`config.mk`:
```
export PLATFORM = sky130hd
export DESIGN_NAME = srl_fifo_ctrl_flat
export DESIGN_NICKNAME = d
export VERILOG_FILES = /design/src/rtl/srl_fifo_ctrl_pkg.sv /design/src/rtl/srl_fifo_ctrl_if.sv /design/src/rtl/srl_nxm_addr.sv /design/src/rtl/srl_fifo_ctrl.sv /design/src/flat_wrapper.sv
export SDC_FILE = /design/constraint.sdc
export NUM_CORES = 1
export LEC_CHECK = 0
export ABC_AREA = 1
export BUFFER_PORTS_ARGS = -buffer_cell sky130_fd_sc_hd__clkbuf_2
export CELL_PAD_IN_SITES_DETAIL_PLACEMENT = 0
export CELL_PAD_IN_SITES_GLOBAL_PLACEMENT = 1
export CORE_AREA = 4 4 153 155
export DETAILED_ROUTE_END_ITERATION = 8
export DIE_AREA = 0 0 157 159
export PLACE_DENSITY = 0.76
export SYNTH_ARGS = -nofsm -noshare
export SYNTH_HDL_FRONTEND = slang
export SYNTH_SLANG_ARGS = --single-unit
```
`constraint.sdc`:
```
create_clock -name i_clk -period 16.7 [get_ports i_clk]
set_input_delay 2.505 -clock i_clk [delete_from_list [all_inputs] [get_ports i_clk]]
set_output_delay 2.505 -clock i_clk [all_outputs]
set_load 0.05 [all_outputs]
```
`src/rtl/srl_fifo_ctrl_pkg.sv`:
```
// rtl/srl_fifo_ctrl_pkg.sv - shared constants, count-update opcodes and clog2 helper
package srl_fifo_ctrl_pkg;

    localparam int DEF_DEPTH    = 16;
    localparam int DEF_WIDTH    = 16;
    localparam int DEF_AF_LEVEL = 12;

    typedef enum logic [1:0] {
        OP_HOLD  = 2'd0,
        OP_INC   = 2'd1,
        OP_DEC   = 2'd2,
        OP_FLUSH = 2'd3
    } cnt_op_e;

    function automatic int clog2(input int value);
        int r;
        r = 0;
        while ((1 << r) < value) begin
            r = r + 1;
        end
        return r;
    endfunction

endpackage

```
`src/rtl/srl_fifo_ctrl_if.sv`:
```
// rtl/srl_fifo_ctrl_if.sv - FIFO control/data bundle with producer (master) and FIFO (slave) views
interface srl_fifo_ctrl_if #(
    parameter int WIDTH = 16,
    parameter int AW    = 5
);
    logic             flush;
    logic             wr_en;
    logic [WIDTH-1:0] din;
    logic             rd_en;
    logic             clr_err;
    logic [WIDTH-1:0] dout;
    logic             empty;
    logic             full;
    logic             afull;
    logic [AW-1:0]    count;
    logic             ovfl;
    logic             unfl;

    modport master (
        output flush, wr_en, din, rd_en, clr_err,
        input  dout, empty, full, afull, count, ovfl, unfl
    );

    modport slave (
        input  flush, wr_en, din, rd_en, clr_err,
        output dout, empty, full, afull, count, ovfl, unfl
    );
endinterface

```
`src/rtl/srl_nxm_addr.sv`:
```
// rtl/srl_nxm_addr.sv - WIDTH x DEPTH addressable shift-register bank, no reset
module srl_nxm_addr #(
    parameter int WIDTH = 16,
    parameter int DEPTH = 16,
    parameter int ABITS = 4
) (
    input  logic             i_clk,
    input  logic             i_ce,
    input  logic [ABITS-1:0] i_a,
    input  logic [WIDTH-1:0] i_d,
    output logic [WIDTH-1:0] o_d
);

    // Left unreset so the bank maps onto SRL primitives.
    (* srl_style = "srl" *) logic [WIDTH-1:0] r_sr [DEPTH];

    always_ff @(posedge i_clk) begin
        if (i_ce) begin
            r_sr[0] <= i_d;
            for (int k = 1; k < DEPTH; k++) begin
                r_sr[k] <= r_sr[k-1];
            end
        end
    end

    generate
        if (DEPTH == (1 << ABITS)) begin : g_pow2
            assign o_d = r_sr[i_a];
        end else begin : g_npow2
            assign o_d = (i_a < ABITS'(DEPTH)) ? r_sr[i_a] : '0;
        end
    endgenerate

endmodule

```
`src/rtl/srl_fifo_ctrl.sv`:
```
// rtl/srl_fifo_ctrl.sv - first-word-fall-through FIFO: count/flag registers and tap/CE sequencing
module srl_fifo_ctrl
    import srl_fifo_ctrl_pkg::*;
#(
    parameter int DEPTH    = DEF_DEPTH,
    parameter int WIDTH    = DEF_WIDTH,
    parameter int AF_LEVEL = DEF_AF_LEVEL
) (
    input  logic           i_clk,
    input  logic           i_rst,
    srl_fifo_ctrl_if.slave bus
);

    localparam int AW    = clog2(DEPTH + 1);
    localparam int ABITS = clog2(DEPTH);

    logic [AW-1:0]    r_count;
    logic             r_empty;
    logic             r_full;
    logic             r_afull;
    logic             r_ovfl;
    logic             r_unfl;

    logic [AW-1:0]    w_count_nxt;
    logic             w_wr_ok;
    logic             w_rd_ok;
    logic             w_shift;
    logic             w_ovfl_set;
    logic             w_unfl_set;
    cnt_op_e          w_op;
    logic [ABITS-1:0] w_tap;
    logic [WIDTH-1:0] w_bank_q;

    always_comb begin
        w_wr_ok    = bus.wr_en & (~r_full | bus.rd_en);
        w_rd_ok    = bus.rd_en & ~r_empty;
        w_shift    = w_wr_ok & ~bus.flush;
        w_ovfl_set = bus.wr_en & ~w_wr_ok & ~bus.flush;
        w_unfl_set = bus.rd_en & r_empty & ~bus.flush;

        w_op = OP_HOLD;
        if (bus.flush) begin
            w_op = OP_FLUSH;
        end else if (w_wr_ok & ~w_rd_ok) begin
            w_op = OP_INC;
        end else if (w_rd_ok & ~w_wr_ok) begin
            w_op = OP_DEC;
        end

        w_count_nxt = r_count;
        unique case (w_op)
            OP_INC:   w_count_nxt = r_count + AW'(1);
            OP_DEC:   w_count_nxt = r_count - AW'(1);
            OP_FLUSH: w_count_nxt = '0;
            OP_HOLD:  w_count_nxt = r_count;
        endcase
    end

    // Oldest word lives at tap COUNT-1; the wrap at COUNT==0 is hidden by the DOUT mask.
    assign w_tap = ABITS'(r_count) - ABITS'(1);

    srl_nxm_addr #(
        .WIDTH (WIDTH),
        .DEPTH (DEPTH),
        .ABITS (ABITS)
    ) u_bank (
        .i_clk (i_clk),
        .i_ce  (w_shift),
        .i_a   (w_tap),
        .i_d   (bus.din),
        .o_d   (w_bank_q)
    );

    always_ff @(posedge i_clk or posedge i_rst) begin
        if (i_rst) begin
            r_count <= '0;
            r_empty <= 1'b1;
            r_full  <= 1'b0;
            r_afull <= 1'b0;
            r_ovfl  <= 1'b0;
            r_unfl  <= 1'b0;
        end else begin
            r_count <= w_count_nxt;
            r_empty <= (w_count_nxt == '0);
            r_full  <= (w_count_nxt == AW'(DEPTH));
            r_afull <= (w_count_nxt >= AW'(AF_LEVEL));
            // A fresh error outranks a same-cycle clear.
            r_ovfl  <= w_ovfl_set | (r_ovfl & ~bus.clr_err);
            r_unfl  <= w_unfl_set | (r_unfl & ~bus.clr_err);
        end
    end

    assign bus.dout  = r_empty ? '0 : w_bank_q;
    assign bus.empty = r_empty;
    assign bus.full  = r_full;
    assign bus.afull = r_afull;
    assign bus.count = r_count;
    assign bus.ovfl  = r_ovfl;
    assign bus.unfl  = r_unfl;

endmodule

```
`src/flat_wrapper.sv`:
```
// flat-port wrapper written by rule: the top's interface ports become plain ports
module srl_fifo_ctrl_flat import srl_fifo_ctrl_pkg::*;
#(
    parameter int DEPTH    = DEF_DEPTH,
    parameter int WIDTH    = DEF_WIDTH,
    parameter int AF_LEVEL = DEF_AF_LEVEL
)
  (i_clk, i_rst, bus_flush, bus_wr_en, bus_din, bus_rd_en, bus_clr_err, bus_dout, bus_empty, bus_full, bus_afull, bus_count, bus_ovfl, bus_unfl);
  srl_fifo_ctrl_if #(.WIDTH(WIDTH), .AW(5)) bus_i ();
  input  logic i_clk;
  input  logic i_rst;
  input wire logic [$bits(bus_i.flush)-1:0] bus_flush;
  input wire logic [$bits(bus_i.wr_en)-1:0] bus_wr_en;
  input wire logic [$bits(bus_i.din)-1:0] bus_din;
  input wire logic [$bits(bus_i.rd_en)-1:0] bus_rd_en;
  input wire logic [$bits(bus_i.clr_err)-1:0] bus_clr_err;
  output wire logic [$bits(bus_i.dout)-1:0] bus_dout;
  output wire logic [$bits(bus_i.empty)-1:0] bus_empty;
  output wire logic [$bits(bus_i.full)-1:0] bus_full;
  output wire logic [$bits(bus_i.afull)-1:0] bus_afull;
  output wire logic [$bits(bus_i.count)-1:0] bus_count;
  output wire logic [$bits(bus_i.ovfl)-1:0] bus_ovfl;
  output wire logic [$bits(bus_i.unfl)-1:0] bus_unfl;
  assign bus_i.flush = bus_flush;
  assign bus_i.wr_en = bus_wr_en;
  assign bus_i.din = bus_din;
  assign bus_i.rd_en = bus_rd_en;
  assign bus_i.clr_err = bus_clr_err;
  assign bus_dout = bus_i.dout;
  assign bus_empty = bus_i.empty;
  assign bus_full = bus_i.full;
  assign bus_afull = bus_i.afull;
  assign bus_count = bus_i.count;
  assign bus_ovfl = bus_i.ovfl;
  assign bus_unfl = bus_i.unfl;
  srl_fifo_ctrl #(.DEPTH(DEPTH), .WIDTH(WIDTH), .AF_LEVEL(AF_LEVEL)) u_core (.i_clk(i_clk), .i_rst(i_rst), .bus(bus_i));
endmodule
```
==> metrics.csv, run 1 <==
metric;value;unit
critical setup path kind;register to output port;
vias per cell;5.44;
mean post-synth cell area;12.0;um^2
final setup skew;0.0113;ns
level count of the clock H-tree;1;
post-cts resize count;0;
layout cells sized above 1;0.115;
hold path depth;0;
Critical Path Slowest Stage Cell;xnor2_2;
Cell Chain, Critical Path;inv_4, ha_2, xnor2_2, buf_4, nand3_1, nand3_1, nand2_1, a31oi_1, clkbuf_2;
Seq cells post-synth;266;
antenna violations before repair;0;
CP Depth;9;
CP Launch Type;register;
cts-stage hold buffer count;0;
Post-CTS Setup Bufs;0;
worst-margin pin slew;1.17;ns
fin cells;1239;
CTS Buf Count;28;
post-layout minimum cycle time;6.38;ns
setup tns final;0;ns
Fmax;0.157;GHz
post-synthesis sequential area ratio;0.729;
final worst-path cycle share;0.382;
most used cell, CP;nand3_1;
syn nets;931;
WP buf/inv;3;
dpl cell area;11200;um^2
WP data required;14.20;ns
Initial Util;0.499;
Chip Width;157;um
Die Ht;159;um
residual DRC count;0;
DP Cell Count;1187;
ANT nets after route;0;
Area contributors post-synth;edfxtp_1 71%, nand2_1 10%, nand3_1 9.9%;
worst-path fanout max;38;
Yosys warning count;0;
hpwl dp;11.7;mm
status;completed;
total of max-cap violations;0;
port bufs;47;
clk root buf;clkbuf_16;
largest net degree at the start of global routing;183;
worst hold path class;register to register;
First DRT Iteration DRCs;652;
Yosys top cell area share;0.706;
drt first pass iters;5;
Site Rows;54;
Worst slew margin;0.219;
global-route wire length before repair;36.2;mm
Post-Synthesis Cells;904;
Clock Latency Late Sink;0.53;ns
fin nets;964;
final hold violations;0;
Core Region;21800;um^2
total track usage;0.177;
CP top delay family;buffers and inverters;
clock sinks;266;
RePlAce Congestion;0.746;
worst-case hold slack;0.445;ns
synth unique cells;28;
vias post-DR;6745;
Avg WL per Cell;17.7;um
# fillers;1829;
R2R cell count;8;
# diodes;0;
final setup fails;0;
Worst EP arrival;3.88;ns
vias in the first global route;6640;
design area;12200;um^2
CTS clk-pin slew, worst paths;0.06;ns
die area;25000;um^2
CTS tree;built;
Crit. End Element;output port;
Remaining Overflow, GRT;0;
clk buf depth;3;
area leader, netlist;edfxtp_1;
final wirelength;22.0;mm
final number of max-transition violations;0;
synthesized cell area;10900;um^2
RSZ-0062 raised after global routing;no;
Layout area overhead;11.7;%
max incr delay on CP;0.84;ns
IO Pins;48;
==> cells in the mapped netlist <==
cell type and n:
nand2_1 300, edfxtp_1 256, nand3_1 216, buf_2 24, inv_1 18, a31oi_1 16, buf_1 9, dfrtp_1 9
nor2_1 9, buf_6 8, buf_4 6, clkbuf_1 5, ha_1 5, o21ai_0 4, inv_2 3, xor2_2 3
o21ai_1 2, a21oi_1 1, clkinv_1 1, dfstp_2 1, nand2_2 1, nand3b_1 1, nor2_2 1, o22ai_1 1
o32ai_1 1, or2_2 1, xnor2_1 1, xnor2_2 1
==> metal layers <==
layer	track usage	vias to the layer above	share of wire
met4	0.0391	0	0.014
met1	0.278	3283	0.48
met5	0	-	0
met3	0.0242	26	0.046
li1	-	3275	-
met2	0.266	161	0.46
==> layout by cell type (no fill, tap or decap), types with 4 or more instances in the layout <==
cell type and instances:
edfxtp_1 256, nor2_1 8, clkinv_2 8, buf_4 7
nand2_1 300, ha_1 4, clkbuf_1 5, dfrtp_1 8
clkbuf_16 29, a31oi_1 16, clkbuf_2 47, o21ai_0 4
inv_1 18, clkinv_1 7, nand3_1 216
==> cells by family (layout without fill, tap and decap cells) <==
| family | count (synthesis) | count (layout) | share of synthesized area |
|---|---|---|---|
| DFF | 266 | 266 | 0.729 |
| and+or+nand+nor | 529 | 529 | 0.208 |
| adders and majority gates | 5 | 5 | 0.00575 |
| xor gates and xnor gates | 5 | 5 | 0.00678 |
| buffers and inverters | 74 | 129 | 0.0359 |
| AOI/OAI and AO/OA | 25 | 25 | 0.0138 |
==> state kept, by name (all words and copies together), names as in the netlist <==
signal              cells
u_core.u_bank.r_sr    256
u_core.bus.empty        1
u_core.bus.ovfl         1
u_core.bus.count        5
u_core.bus.unfl         1
u_core.bus.full         1
u_core.bus.afull        1
==> metrics by stage <==
stage	worst slack (ns)	util
finish	10.32	0.557
global route	10.04	0.557
CTS	10.30	0.557
detailed placement	10.89	0.515
global placement	10.93	0.515
floorplan	2.50	-
==> path summary, 6_finish.rpt <==
check	to	from	slack, ns
max reg2reg	u_core.bus.empty	u_core.bus.count[0]	13.78
max in group asynchronous	u_core.bus.count[0]	i_rst	14.39
min	u_core.u_bank.r_sr[4][13]	u_core.u_bank.r_sr[3][13]	0.44
min reg2reg	u_core.u_bank.r_sr[4][13]	u_core.u_bank.r_sr[3][13]	0.44
min in group asynchronous	u_core.bus.full	i_rst	1.96
max	bus_dout[3]	u_core.bus.count[0]	10.32
==> final cells by class <==
class | count | area (um^2) | share of cell area
Multi-Input combinational cell | 564 | 2560 | 0.211
Sequential cell | 266 | 7940 | 0.653
Clock buffer | 34 | 744 | 0.0612
Inverter | 22 | 85.1 | 0.00700
Tap cell | 280 | 350 | 0.0288
Timing Repair Buffer | 55 | 308 | 0.0253
Clock inverter | 18 | 161 | 0.0133
Power of run 1 is not shown: default switching activity piles up to over one toggle a cycle in this logic, so the estimate is an artifact.
==> inputs of run 2 (changes only) <==
Clock period 16.7 ns to 6.2 ns, I/O delays scaled along.
==> metrics.csv, run 2 (synthesized netlist as in run 1, its figures left out) <==
metric;value;unit;change
final design utilization;0.554;;-0.00315
final wirelength;20.9;mm;-4.8%
RePlAce Congestion;0.810;;+8.7%
Worst slew margin;0.234;;+0.0144
port bufs;47;;unchanged
Largest register FFs;256;;unchanged
drt first pass iters;5;;unchanged
# fillers;1826;;-0.16%
final number of max-transition violations;0;;unchanged
clock sinks;266;;unchanged
post-cts resize count;0;;unchanged
most common cell after layout, fill and taps aside;nand2_1;;
register with the most flip-flops;u_core.u_bank.r_sr;;
CTS clk-pin slew, worst paths;0.06;ns;about the same
vias in the first global route;6477;;-2.5%
cts-stage hold buffer count;0;;unchanged
clk root buf;clkbuf_16;;
Site Rows;54;;unchanged
Worst EP arrival;3.72;ns;-0.16 ns
total of max-cap violations;0;;unchanged
CTS Buf Count;27;;-3.6%
Fmax;0.215;GHz;
final setup skew;0.0147;ns;+0.00345 ns
critical setup path kind;register to output port;;
# diodes;0;;unchanged
max incr delay on CP;0.85;ns;about the same
Initial Util;0.499;;unchanged
antenna violations before repair;0;;unchanged
RSZ-0062 raised after global routing;no;;
fin cells;1238;;-0.081%
most frequent cells in the layout;300 x nand2_1, 256 x edfxtp_1, 216 x nand3_1;;
Die Ht;159;um;unchanged
worst-path fanout max;90;;+140%
Post-CTS Setup Bufs;0;;unchanged
ANT nets after route;0;;unchanged
largest net degree at the start of global routing;202;;+10%
total track usage;0.168;;-0.00859
final hold violations;0;;unchanged
setup tns final;0;ns;unchanged
post-layout minimum cycle time;4.65;ns;
Clock Latency Late Sink;0.53;ns;about the same
Critical Path Slowest Stage Cell;buf_4;;
Crit. End Element;output port;;
final setup fails;0;;unchanged
hpwl dp;11.9;mm;+2.2%
vias post-DR;6598;;-2.2%
level count of the clock H-tree;1;;unchanged
global-route wire length before repair;34.3;mm;-5.2%
status;completed;;
First DRT Iteration DRCs;614;;-5.8%
layout cells sized above 1;0.111;;-0.00406
Layout area overhead;11.1;%;
worst hold path class;input port to asynchronous set/reset pin;;
CTS tree;built;;
residual DRC count;0;;unchanged
clk buf depth;3;;unchanged
Chip Width;157;um;unchanged
Core Region;21800;um^2;unchanged
CP Launch Type;register;;
worst-margin pin slew;1.15;ns;-0.0207 ns
Cell Chain, Critical Path;inv_4, buf_4, nand2_1, nand3_1, nand3_1, nand3_1, nand2_1, a31oi_1, clkbuf_2;;
WP data required;5.27;ns;-8.93 ns
vias per cell;5.33;;-2.1%
Remaining Overflow, GRT;0;;unchanged
IO Pins;48;;unchanged
worst-case hold slack;0.354;ns;-0.0909 ns
DP Cell Count;1189;;+0.17%
die area;25000;um^2;unchanged
final worst-path cycle share;0.750;;
fin nets;965;;+0.10%
most used cell, CP;nand3_1;;
Avg WL per Cell;16.9;um;-4.8%
-- run 2: worst paths after layout --
check | endpoint | slack [ns] | start | depth (start not counted)
max | bus_dout[13] | 1.55 | u_core.bus.count[0] | 9
min | u_core.bus.count[0] | 0.35 | i_rst | 2
max reg2reg | u_core.bus.full | 3.67 | u_core.bus.empty | 14
min reg2reg | u_core.u_bank.r_sr[8][15] | 0.44 | u_core.u_bank.r_sr[7][15] | 0
max in group asynchronous | u_core.bus.empty | 5.53 | i_rst | 2
min in group i_clk | u_core.u_bank.r_sr[8][15] | 0.44 | u_core.u_bank.r_sr[7][15] | 0
-- run 2: layout make-up --
class                      count  area [um^2]  share of cell area
tap                          280          350              0.0290
clock inverter                17          128              0.0106
sequential                   266         7940               0.657
clock buffer                  32          694              0.0575
multi-input combinational    564         2560               0.212
inverter                      22         85.1             0.00704
timing repair buffer          57          323              0.0267
-- run 2: per-layer routing --
metal  GRT usage  up-vias  share of wire
li1            -     3265              -
met1       0.268     3155           0.49
met2       0.244      151           0.44
met3      0.0266       27          0.053
met4      0.0434        0          0.017
met5           0        -              0
-- run 2: worst max-delay path, delay by kind of cell (launching register included) --
kind | cells | cell delay, ns
simple gates | 5 | 0.56
flops | 1 | 0.67
compound gates | 1 | 0.30
buf+inv | 3 | 1.61
-- run 2: through the flow --
step / setup slack [ns] / instance area (um^2)
after floorplan: 0.853 / 10900
after detailed placement: 2.02 / 11300
after global placement: 2.04 / 11300
after CTS: 1.43 / 12100
final: 1.55 / 12100
after global routing: 1.21 / 12100
Power of run 2 is left out for the same reason.
==> inputs of run 3 (changes only) <==
Clock period 6.2 ns to 4.5 ns, I/O delays scaled along.
==> metrics.csv, run 3 (synthesized netlist as in run 1, its figures left out) <==
metric;value;unit;change
Crit Reg-Reg Startpoint;u_core.bus.empty;;
hpwl dp;11.4;mm;-4.0%
Final WS setup;0.366;ns;-1.19 ns
# diodes;0;;unchanged
Avg WL per Cell;16.9;um;-0.11%
worst hold path class;input port to asynchronous set/reset pin;;
largest net degree at the start of global routing;130;;-36%
cts-stage hold buffer count;0;;unchanged
RePlAce Congestion;0.751;;-7.3%
level count of the clock H-tree;1;;unchanged
die area;25000;um^2;unchanged
Cell Chain, Critical Path;inv_4, ha_2, xnor2_2, buf_4, nand3_1, a31oi_1, clkbuf_2;;
R2R cell count;14;;unchanged
# fillers;1842;;+0.88%
Chip Width;157;um;unchanged
port bufs;47;;unchanged
WP data required;3.83;ns;-1.44 ns
post-layout minimum cycle time;4.13;ns;
Fmax;0.242;GHz;
final hold violations;0;;unchanged
DP Cell Count;1190;;+0.084%
drt first pass iters;7;;+2
Crit. End Element;output port;;
First DRT Iteration DRCs;673;;+9.6%
clk root buf;clkbuf_16;;
setup slack, reg-to-reg;1.96;ns;-1.71 ns
most common cell after layout, fill and taps aside;nand2_1;;
ANT nets after route;0;;unchanged
final wirelength;20.9;mm;about the same
final worst-path cycle share;0.919;;
vias in the first global route;6412;;-1.0%
Worst EP arrival;3.46;ns;-0.26 ns
fin cells;1240;;+0.16%
IO Pins;48;;unchanged
critical setup path kind;register to output port;;
total of max-cap violations;0;;unchanged
residual DRC count;0;;unchanged
Die Ht;159;um;unchanged
CP Launch Type;register;;
Critical Path Slowest Stage Cell;xnor2_2;;
Remaining Overflow, GRT;0;;unchanged
clk buf depth;3;;unchanged
Reg2Reg Capture Point;u_core.bus.full;;
Worst slew margin;0.281;;+0.0473
vias per cell;5.28;;-0.86%
global-route wire length before repair;34.5;mm;+0.40%
final setup skew;0.0177;ns;+0.00301 ns
Post-CTS Setup Bufs;0;;unchanged
most frequent cells in the layout;298 x nand2_1, 256 x edfxtp_1, 216 x nand3_1;;
worst-margin pin slew;1.07;ns;-0.0763 ns
RSZ-0062 raised after global routing;no;;
Layout area overhead;11.7;%;
final number of max-transition violations;0;;unchanged
final setup fails;0;;unchanged
Core Region;21800;um^2;unchanged
worst-path fanout max;28;;-69%
max incr delay on CP;0.82;ns;-0.03 ns
Initial Util;0.499;;unchanged
fin nets;966;;+0.10%
CTS tree;built;;
total track usage;0.168;;-0.000801
layout cells sized above 1;0.117;;+0.00602
status;completed;;
Largest register FFs;256;;unchanged
Site Rows;54;;unchanged
antenna violations before repair;0;;unchanged
vias post-DR;6552;;-0.70%
clock sinks;266;;unchanged
Clock Latency Late Sink;0.53;ns;about the same
setup tns final;0;ns;unchanged
dpl ws;0.668;ns;-1.35 ns
CTS clk-pin slew, worst paths;0.06;ns;about the same
CTS Buf Count;27;;unchanged
register with the most flip-flops;u_core.u_bank.r_sr;;
CP startpoint;u_core.bus.count[0];;
post-cts resize count;0;;unchanged
-- run 3: cell types whose count changed in the layout (fill, tap and decap cells not counted), moves of 2 or more --
cell,previous run,this run
clkbuf_1,5,8
clkinv_1,10,6
nand2_1,300,298
nand2_4,0,2
-- run 3: worst max-delay path, delay by kind of cell (launching register included) --
| kind | cells | cell delay (ns) |
|---|---|---|
| adders and majority gates | 1 | 0.22 |
| AOI/OAI and AO/OA | 1 | 0.31 |
| xor gates and xnor gates | 1 | 0.82 |
| buffers and inverters | 3 | 0.77 |
| and+or+nand+nor | 1 | 0.15 |
| DFF | 1 | 0.64 |
-- run 3: how the worst max path moves through the flow --
stage,endpoint,slack [ns]
2_1_floorplan,u_core.u_bank.r_sr[0][0],-0.51
3_3_place_gp,bus_dout[11],0.71
3_5_place_dp,bus_dout[11],0.67
4_1_cts,bus_dout[11],0.12
5_1_grt,bus_dout[3],0.12
6_report,bus_dout[11],0.37
-- run 3: per-layer routing --
metal / vias up / global-route usage / share of wire
met2: 121 / 0.253 / 0.46
met1: 3142 / 0.260 / 0.48
li1: 3267 / - / -
met3: 22 / 0.0269 / 0.046
met4: 0 / 0.0339 / 0.012
met5: - / 0 / 0
-- run 3: cell type report --
type / instances / area [um^2] / share of cell area
sequential: 266 / 7940 / 0.654
multi-input combinational: 564 / 2580 / 0.212
clock buffer: 36 / 719 / 0.0592
tap: 280 / 350 / 0.0288
timing repair buffer: 58 / 347 / 0.0285
clock inverter: 14 / 118 / 0.00968
inverter: 22 / 97.6 / 0.00803
-- run 3: through the flow --
stage	util	hold WS [ns]	cell area, um^2
finish	0.557	0.135	12200
floorplan	-	0.427	10900
global route	0.557	0.146	12200
CTS	0.557	0.137	12100
detailed placement	0.518	0.432	11300
global placement	0.518	0.428	11300
Power of run 3 is left out for the same reason.
